[config.mk]
export PLATFORM = sky130hd
export DESIGN_NAME = a2d_rr_sampler
export DESIGN_NICKNAME = d
export VERILOG_FILES = /design/src/rtl/a2d_pkg.sv /design/src/rtl/SPI_mnrch.sv /design/src/rtl/a2d_rr_sampler.sv
export SDC_FILE = /design/constraint.sdc
export NUM_CORES = 1
export LEC_CHECK = 0
export ABC_CLOCK_PERIOD_IN_PS = 3100
export CAP_MARGIN = 20
export CORE_ASPECT_RATIO = 1.1
export CORE_MARGIN = 3
export CORE_UTILIZATION = 55
export CTS_CLUSTER_SIZE = 24
export DETAILED_ROUTE_END_ITERATION = 8
export GPL_ROUTABILITY_DRIVEN = 1
export PLACE_DENSITY = 0.93
export RECOVER_POWER = 25
export SLEW_MARGIN = 10
export SYNTH_ARGS = -nofsm -noshare
export SYNTH_HDL_FRONTEND = slang
export SYNTH_SLANG_ARGS = --single-unit
[constraint.sdc]
create_clock -name clk -period 3.1 [get_ports clk]
set_clock_uncertainty 0.1 [all_clocks]
set_input_delay 0.775 -clock clk [delete_from_list [all_inputs] [get_ports clk]]
set_output_delay 0.775 -clock clk [all_outputs]
set_load 0.01 [all_outputs]
[src/rtl/a2d_pkg.sv]
// Shared A2D definitions: sequencer states and SPI command framing for the external ADC.
package a2d_pkg;

  localparam int unsigned SPI_W = 16;

  typedef enum logic [1:0] {
    IDLE = 2'd0,
    CMD  = 2'd1,
    DEAD = 2'd2,
    RD   = 2'd3
  } a2d_state_t;

  localparam logic [1:0]       CMD_PREFIX = 2'b00;
  localparam logic [10:0]      CMD_PAD    = 11'b0;
  localparam logic [SPI_W-1:0] RD_FRAME   = 16'h0000;

  // Command frame that selects an ADC channel for the following read frame
  function automatic logic [SPI_W-1:0] cmd_frame(input logic [2:0] ch);
    return {CMD_PREFIX, ch, CMD_PAD};
  endfunction

endpackage

[src/rtl/SPI_mnrch.sv]
// SPI monarch: 16-bit full-duplex frame, MSB first, SCLK = clk/8, sample MISO mid-low phase.
module SPI_mnrch
  import a2d_pkg::*;
(
  input  logic             clk,
  input  logic             rst_n,
  input  logic             wrt,
  input  logic [SPI_W-1:0] wrt_data,
  input  logic             MISO,
  output logic             SS_n,
  output logic             SCLK,
  output logic             MOSI,
  output logic             done,
  output logic [SPI_W-1:0] rd_data
);

  localparam int unsigned DIV_W = 3;
  localparam int unsigned CNT_W = 4;

  logic [DIV_W-1:0] div;
  logic [CNT_W-1:0] bit_cnt;
  logic [SPI_W-1:0] shft;
  logic             active;
  logic             miso_smpl;

  // div idles at 0, so its MSB doubles as a glitch-free SCLK
  always_ff @(posedge clk or negedge rst_n) begin
    if (!rst_n) begin
      div       <= '0;
      bit_cnt   <= '0;
      shft      <= '0;
      active    <= 1'b0;
      miso_smpl <= 1'b0;
      SS_n      <= 1'b1;
      done      <= 1'b0;
    end else begin
      done <= 1'b0;
      if (!active) begin
        if (wrt) begin
          active  <= 1'b1;
          SS_n    <= 1'b0;
          shft    <= wrt_data;
          div     <= '0;
          bit_cnt <= '0;
        end
      end else begin
        div <= div + DIV_W'(1);
        if (div == DIV_W'(3)) miso_smpl <= MISO;
        if (&div) begin
          shft    <= {shft[SPI_W-2:0], miso_smpl};
          bit_cnt <= bit_cnt + CNT_W'(1);
          if (&bit_cnt) begin
            active <= 1'b0;
            SS_n   <= 1'b1;
            done   <= 1'b1;
          end
        end
      end
    end
  end

  assign SCLK    = div[DIV_W-1];
  assign MOSI    = shft[SPI_W-1];
  assign rd_data = shft;

endmodule

[src/rtl/a2d_rr_sampler.sv]
// Round-robin ADC sampler: command/read SPI pair per slot, optional per-slot IIR, latest value per slot.
module a2d_rr_sampler
  import a2d_pkg::*;
#(
  parameter int unsigned           NUM_CH    = 4,
  parameter logic [3*NUM_CH-1:0]   CH_MAP    = {3'd6, 3'd5, 3'd4, 3'd0},
  parameter int unsigned           DATA_W    = 12,
  parameter int unsigned           AVG_SHIFT = 0
) (
  input  logic                       clk,
  input  logic                       rst_n,
  input  logic                       nxt,
  input  logic                       auto_en,
  output logic [NUM_CH*DATA_W-1:0]   results,
  output logic [NUM_CH-1:0]          smpl_vld,
  output logic                       busy,
  output logic                       SS_n,
  output logic                       SCLK,
  output logic                       MOSI,
  input  logic                       MISO
);

  localparam int unsigned SLOT_W = (NUM_CH > 1) ? $clog2(NUM_CH) : 1;
  localparam int unsigned ACC_W  = DATA_W + AVG_SHIFT;

  a2d_state_t        state, state_nxt;
  logic [SLOT_W-1:0] slot;
  logic [2:0]        cur_ch;
  logic              wrt_c;
  logic [SPI_W-1:0]  wrt_data_c;
  logic              done;
  logic [SPI_W-1:0]  rd_data;
  logic [DATA_W-1:0] sample;
  logic              cap_c;
  logic              unused_rd;

  assign cur_ch    = CH_MAP[3*int'(slot) +: 3];
  assign sample    = rd_data[DATA_W-1:0];
  assign unused_rd = ^rd_data;
  assign cap_c     = (state == RD) && done;

  SPI_mnrch u_spi (
    .clk      (clk),
    .rst_n    (rst_n),
    .wrt      (wrt_c),
    .wrt_data (wrt_data_c),
    .MISO     (MISO),
    .SS_n     (SS_n),
    .SCLK     (SCLK),
    .MOSI     (MOSI),
    .done     (done),
    .rd_data  (rd_data)
  );

  // Next-state and SPI launch decode
  always_comb begin
    state_nxt  = state;
    wrt_c      = 1'b0;
    wrt_data_c = RD_FRAME;
    case (state)
      IDLE: if (nxt || auto_en) begin
        wrt_c      = 1'b1;
        wrt_data_c = cmd_frame(cur_ch);
        state_nxt  = CMD;
      end
      CMD:  if (done) state_nxt = DEAD;
      DEAD: begin
        wrt_c      = 1'b1;
        wrt_data_c = RD_FRAME;
        state_nxt  = RD;
      end
      RD:   if (done) state_nxt = IDLE;
      default: state_nxt = IDLE;
    endcase
  end

  always_ff @(posedge clk or negedge rst_n) begin
    if (!rst_n) begin
      state    <= IDLE;
      slot     <= '0;
      busy     <= 1'b0;
      smpl_vld <= '0;
    end else begin
      state    <= state_nxt;
      busy     <= (state_nxt != IDLE);
      smpl_vld <= '0;
      if (cap_c) begin
        smpl_vld[slot] <= 1'b1;
        slot <= (slot == SLOT_W'(NUM_CH-1)) ? '0 : slot + SLOT_W'(1);
      end
    end
  end

  for (genvar i = 0; i < NUM_CH; i++) begin : g_slot
    logic hit_c;
    assign hit_c = cap_c && (slot == SLOT_W'(i));

    if (AVG_SHIFT == 0) begin : g_raw
      logic [DATA_W-1:0] res_q;
      always_ff @(posedge clk or negedge rst_n) begin
        if (!rst_n)     res_q <= '0;
        else if (hit_c) res_q <= sample;
      end
      assign results[DATA_W*i +: DATA_W] = res_q;
    end else begin : g_iir
      logic [ACC_W-1:0] acc;
      logic [ACC_W-1:0] acc_nxt_c;
      logic             primed;
      // First sample seeds the accumulator so the filter does not ramp up from zero
      always_comb begin
        acc_nxt_c = ACC_W'(sample) << AVG_SHIFT;
        if (primed) acc_nxt_c = acc + ACC_W'(sample) - (acc >> AVG_SHIFT);
      end
      always_ff @(posedge clk or negedge rst_n) begin
        if (!rst_n) begin
          acc    <= '0;
          primed <= 1'b0;
        end else if (hit_c) begin
          acc    <= acc_nxt_c;
          primed <= 1'b1;
        end
      end
      assign results[DATA_W*i +: DATA_W] = acc[ACC_W-1 -: DATA_W];
    end
  end

endmodule

# Yosys cells after proc, flatten, opt, wreduce, memory -nomap -nowiden
# Index checks and enable logic that the tools add are counted.
word_totals:
  regBits: 84
  word_cells: 78
  in_bits: 5
classes:
  n_lt_le_gt_ge: 2
  addsub: 3
  eq_ne: 9
  reduce_logical: 16
  n_mul: 1
  n_shift: 1
  n_mux: 31
op_table:
  columns: ["op", "n"]
  rows:
  - ["$mux W16", 4]
  - ["$mux W4", 4]
  - ["$mux W14", 1]
  - ["$mux W1", 13]
  - ["$shiftx A12 B5 Y3 const A", 1]
  - ["$eq A2 B2 Y1 const B", 4]
  - ["$mux W2", 4]
  - ["$pmux W2 S4", 1]
  - ["$logic_and A1 B1 Y1", 6]
  - ["$mux W3", 2]
  - ["$reduce_and A3 Y1", 2]
  - ["$add A4 B1 Y4 const B", 1]
  - ["$eq A2 B1 Y1 const B", 2]
  - ["$logic_not A2 Y1", 2]
  - ["$mul A2 B2 Y4 const A", 1]
  - ["$ne A2 B2 Y1 const B", 2]
  - ["$reduce_and A2 Y1", 2]
  - ["$reduce_and A4 Y1", 1]
  - ["$reduce_bool A2 Y1", 2]
  - ["$add A3 B1 Y3 const B", 1]
  - ["$eq A3 B2 Y1 const B", 1]
  - ["$lt A2 B3 Y1 const B", 1]
  - ["$add A2 B1 Y2 const B", 1]
  - ["$demux W1 S2", 1]
  - ["3 further kinds", 3]

# Longest topological paths before layout
logic_depth:
  word_depth: 6
  mapped_depth: 7

# Modules after synthesis
# From an unflattened synthesis, not the netlist that was laid out.
unflattened:
  hier_cells: 262
  area_unflattened_um2: 3508.4
modules_own_cells:
  columns: ["module", "instances", "seq_area_each_um2", "cells_per_inst", "area_each_um2"]
  rows:
  - ["a2d_rr_sampler", 1, 1426.4, 142, 2212.1]
  - ["SPI_mnrch", 1, 676.9, 120, 1296.2]

# Worst setup path after synthesis
# OpenSTA, ideal clock, no wires.
synth_path:
  path_type: "input to register"
  from: "input port auto_en"
  to: "register u_spi.shft[11] (netlist: u_spi.rd_data[11])"
  n_path_buf: 1
  t_required_ns: 2.875
  path_stages: 4
  setup_slack_ns: 1.053
  setup_ns: 0.125
  arrival_time_ns: 1.822
  cell_sequence: "or3_1 -> buf_2 -> a21oi_4 -> mux2_2"
synth_via:
  elab_chain_cells: 5
  elab_cells_between_ends: 9
  cone_classes: "mux (6); reduce/logical (3)"
synth_rtl:
  columns: ["element", "line", "text"]
  rows:
  - ["start: declaration", "a2d_rr_sampler.sv:13", "input logic auto_en,"]
  - ["$logic_or A1 B1 Y1 (*)", "a2d_rr_sampler.sv:61", "IDLE: if (nxt || auto_en) begin"]
  - ["$mux W1 or $mux W14 (tied branches)", "a2d_rr_sampler.sv:61", null]
  - ["$pmux W1 S2 or $mux W16 (tied branches)", "a2d_rr_sampler.sv:60", "case (state)"]
  - ["$reduce_bool A2 Y1 (no line) or $mux W16 (tied branches)", null, null]
  - ["$reduce_and A2 Y1 (no line) or $mux W16 (tied branches)", null, null]
  - ["end signal: assignment", "SPI_mnrch.sv:42", "shft <= wrt_data;"]
  - ["end signal: assignment", "SPI_mnrch.sv:50", "shft <= {shft[SPI_W-2:0], miso_smpl};"]
  - ["end: declaration", "SPI_mnrch.sv:22", "logic [SPI_W-1:0] shft;"]
# Every way passes the cells marked *; elsewhere a longest branch is shown, timed or not. The select of a mux whose other input is x is not followed.
# A chain may end at the register's enable or synchronous reset.

==> results_dict.tcl <==
set metrics [dict create \
    grt_pass1_wl_um 10300 \
    post-cts-setup-buffers 0 \
    gp_congestion 0.800 \
    yosys_most_used_dff "dfrtp_1" \
    numCtsBuffers 9 \
    area_growth_pct 25.4 \
    die_area_um2 6970 \
    finalHoldViolations 0 \
    fillers 379 \
    intPower_mw 1.72 \
    place_area_um2 3920 \
    p_total_mw 2.34 \
    synth_area_um2 3300 \
    min_period_over_period_pct 75.1 \
    async_flop_share_pct 100 \
    ctsRootBufferMaster "clkbuf_8" \
    io_buffers 60 \
    synth_cell_types 26 \
    utilization_pct 73.9 \
    initial_utilization_pct 58.9 \
    htree_levels 3 \
    worst-path-max-fanout 40 \
    grt_max_degree 85 \
    drt-vias-per-instance 5.50 \
    fp-row-count 28 \
    grt_usage_pct 19.8 \
    yosysWarnings 0 \
    ff_latch_area_um2 2100 \
    p_seq_share_pct 55.8 \
    cts_hold_buf 0 \
    die_x_um 79.9 \
    ctsResizeCount 0 \
    fin_crit_ns 2.33 \
    cts.sinks 84 \
    critPathSlowestCell "clkbuf_1" \
    post-place-ws_ns 0.538 \
    min_path_type "flip-flop to flip-flop" \
    synth_edf_count 0 \
    clk_latency_ns 0.34 \
    max_slew_margin_pct -39.9 \
    setup_viol 0 \
    dr.pass1.iters 4 \
    drive_gt1_share_pct 26.6 \
    tightest_slew_ns 2.10 \
    cp_data_required_time_ns 3.04 \
    clockBufferDepth 2 \
    switchingPower_mw 0.614 \
    cp-start-kind "primary input" \
    leakage_nw 2.03 \
    maxCapViolCount 1 \
    violations "capacitance limit, slew limit" \
    grt_antenna_before_repair 0 \
    drc 0 \
    worst_slack_ns 0.771 \
    finalWirelength_um 6190 \
    fmax_mhz 429 \
    max-vdd-ir-drop_v 0.000400 \
    comb_power_share_pct 11.0 \
    fin_area_um2 4140 \
    grt_pass1_vias 2057 \
    layout_commonest_cell "dfrtp_1" \
    cts_tree "done" \
    num_vias 2001 \
    setup.worst_path.end_class "async pin" \
    final_cell_mix "dfrtp_1 (83), clkdlybuf4s50_1 (59), mux2_2 (54)" \
    die_h_um 87.3 \
    cp.buffers_inverters 1 \
    place_hpwl_um 4250 \
    synth.avg_cell_area_um2 14.9 \
    insertedDiodeCount 0 \
    synthCells 221 \
    drtAntennaViolNets 0 \
    tns_ns 0 \
    top_level_ports 61 \
    yosysSeqAreaShare_pct 63.7 \
    slew_viol_final 40 \
    outcome "complete, but fails checks" \
    cp_top_family "buffers and inverters" \
    rsz0062_at_grt "no" \
    slowest_delay_ns 1.47 \
    synth_seq_cells 84 \
    synth_nets 235 \
    p_clk_share_pct 33.3 \
    p_per_area_nw_per_um2 564 \
    overflow 0 \
    swShare_pct 26.3 \
    finalNetCount 298 \
    path_clk_slew_ns 0.08 \
    multi_input_area_um2 1090 \
    drt-initial-drc-count 69 \
    cp.arrival_ns 2.27 \
    path_cells "clkbuf_1" \
    core_area_um2 5610 \
    wire_per_inst_um 17.0 \
    worst-setup-path-type "primary input to async pin" \
]
## cell type report
class,instances,area share [%]
clock buffer,11,3.41
tap,75,2.27
inverter,9,0.816
multi-input combinational,118,26.3
timing repair buffer,62,15.0
sequential,84,50.8
clock inverter,5,1.45
## cell usage after synthesis, drive strengths merged (2+ instances only)
master	number	area, um2
a21oi	3	26.3
a22o	16	140
a32o	3	30.0
and2	2	13.8
buf	7	66.3
clkbuf	3	11.3
dfrtp	83	2080
ha	9	113
inv	9	33.8
mux2	54	608
nand2	10	37.5
nand3	2	10.0
nor2	6	22.5
o21ai	3	15.0
or2	2	12.5
or3	2	12.5
## power groups by stage
| stage | combinational [mW] | sequential (mW) | clock (mW) |
|---|---|---|---|
| after detailed placement | 0.258 | 1.32 | 0 |
| after global routing | 0.286 | 1.32 | 0.850 |
| after floorplan | 0.178 | 1.29 | 0 |
| after CTS | 0.257 | 1.30 | 0.794 |
| final | 0.256 | 1.30 | 0.777 |
| after global placement | 0.236 | 1.31 | 0 |
## flip-flops by register name, indices dropped and copies added, names as in the netlist
name / count
u_spi.done: 1
g_slot.g_raw.res_q: 48
u_spi.miso_smpl: 1
u_spi.div: 3
u_spi.SS_n: 1
slot: 2
state: 2
u_spi.active: 1
busy: 1
u_spi.rd_data: 16
smpl_vld: 4
u_spi.bit_cnt: 4
## routing by layer
layer | track usage (%) | up-vias | wire, um | share of wire (%)
met5 | 0 | - | 0 | 0
met4 | 8.60 | 0 | 166 | 2.7
met3 | 6.63 | 15 | 286 | 4.6
met2 | 31.7 | 67 | 3100 | 50
met1 | 24.8 | 1014 | 2630 | 43
li1 | - | 905 | - | -
## per-stage QoR
step	hold WS, ns	cells
final	0.408	364
after global routing	0.421	364
after CTS	0.411	363
after detailed placement	0.393	347
after global placement	0.382	347
after floorplan	0.366	221
## final timing paths
| kind | start | to | slack, ns | cells after the start |
|---|---|---|---|---|
| max | rst_n | slot[1]$_DFFE_PN0P_ | 0.77 | 1 |
| min | g_slot[1].g_raw.res_q[3]$_DFFE_PN0P_ | g_slot[1].g_raw.res_q[3]$_DFFE_PN0P_ | 0.41 | 1 |
| max reg2reg | u_spi.div[0]$_DFFE_PN0P_ | u_spi.rd_data[12]$_DFFE_PN0P_ | 0.92 | 5 |
| min reg2reg | g_slot[1].g_raw.res_q[3]$_DFFE_PN0P_ | g_slot[1].g_raw.res_q[3]$_DFFE_PN0P_ | 0.41 | 1 |
| max in group clk | u_spi.SS_n$_DFFE_PN1P_ | SS_n | 0.82 | 1 |
| min in group asynchronous | rst_n | g_slot[1].g_raw.res_q[4]$_DFFE_PN0P_ | 0.93 | 1 |
## kinds of logic (layout without fill, tap and decap cells)
| family | count (synthesis) | after routing | share of synthesized area (%) |
|---|---|---|---|
| AOI/OAI and AO/OA | 27 | 27 | 6.90 |
| xor gates and xnor gates | 2 | 2 | 0.531 |
| muxes | 54 | 54 | 18.4 |
| buffers and inverters | 19 | 87 | 3.37 |
| and+or+nand+nor | 26 | 26 | 3.68 |
| adders and majority gates | 9 | 9 | 3.41 |
| DFF | 84 | 84 | 63.7 |
No activity file was read; power rests on OpenSTA's default activity.
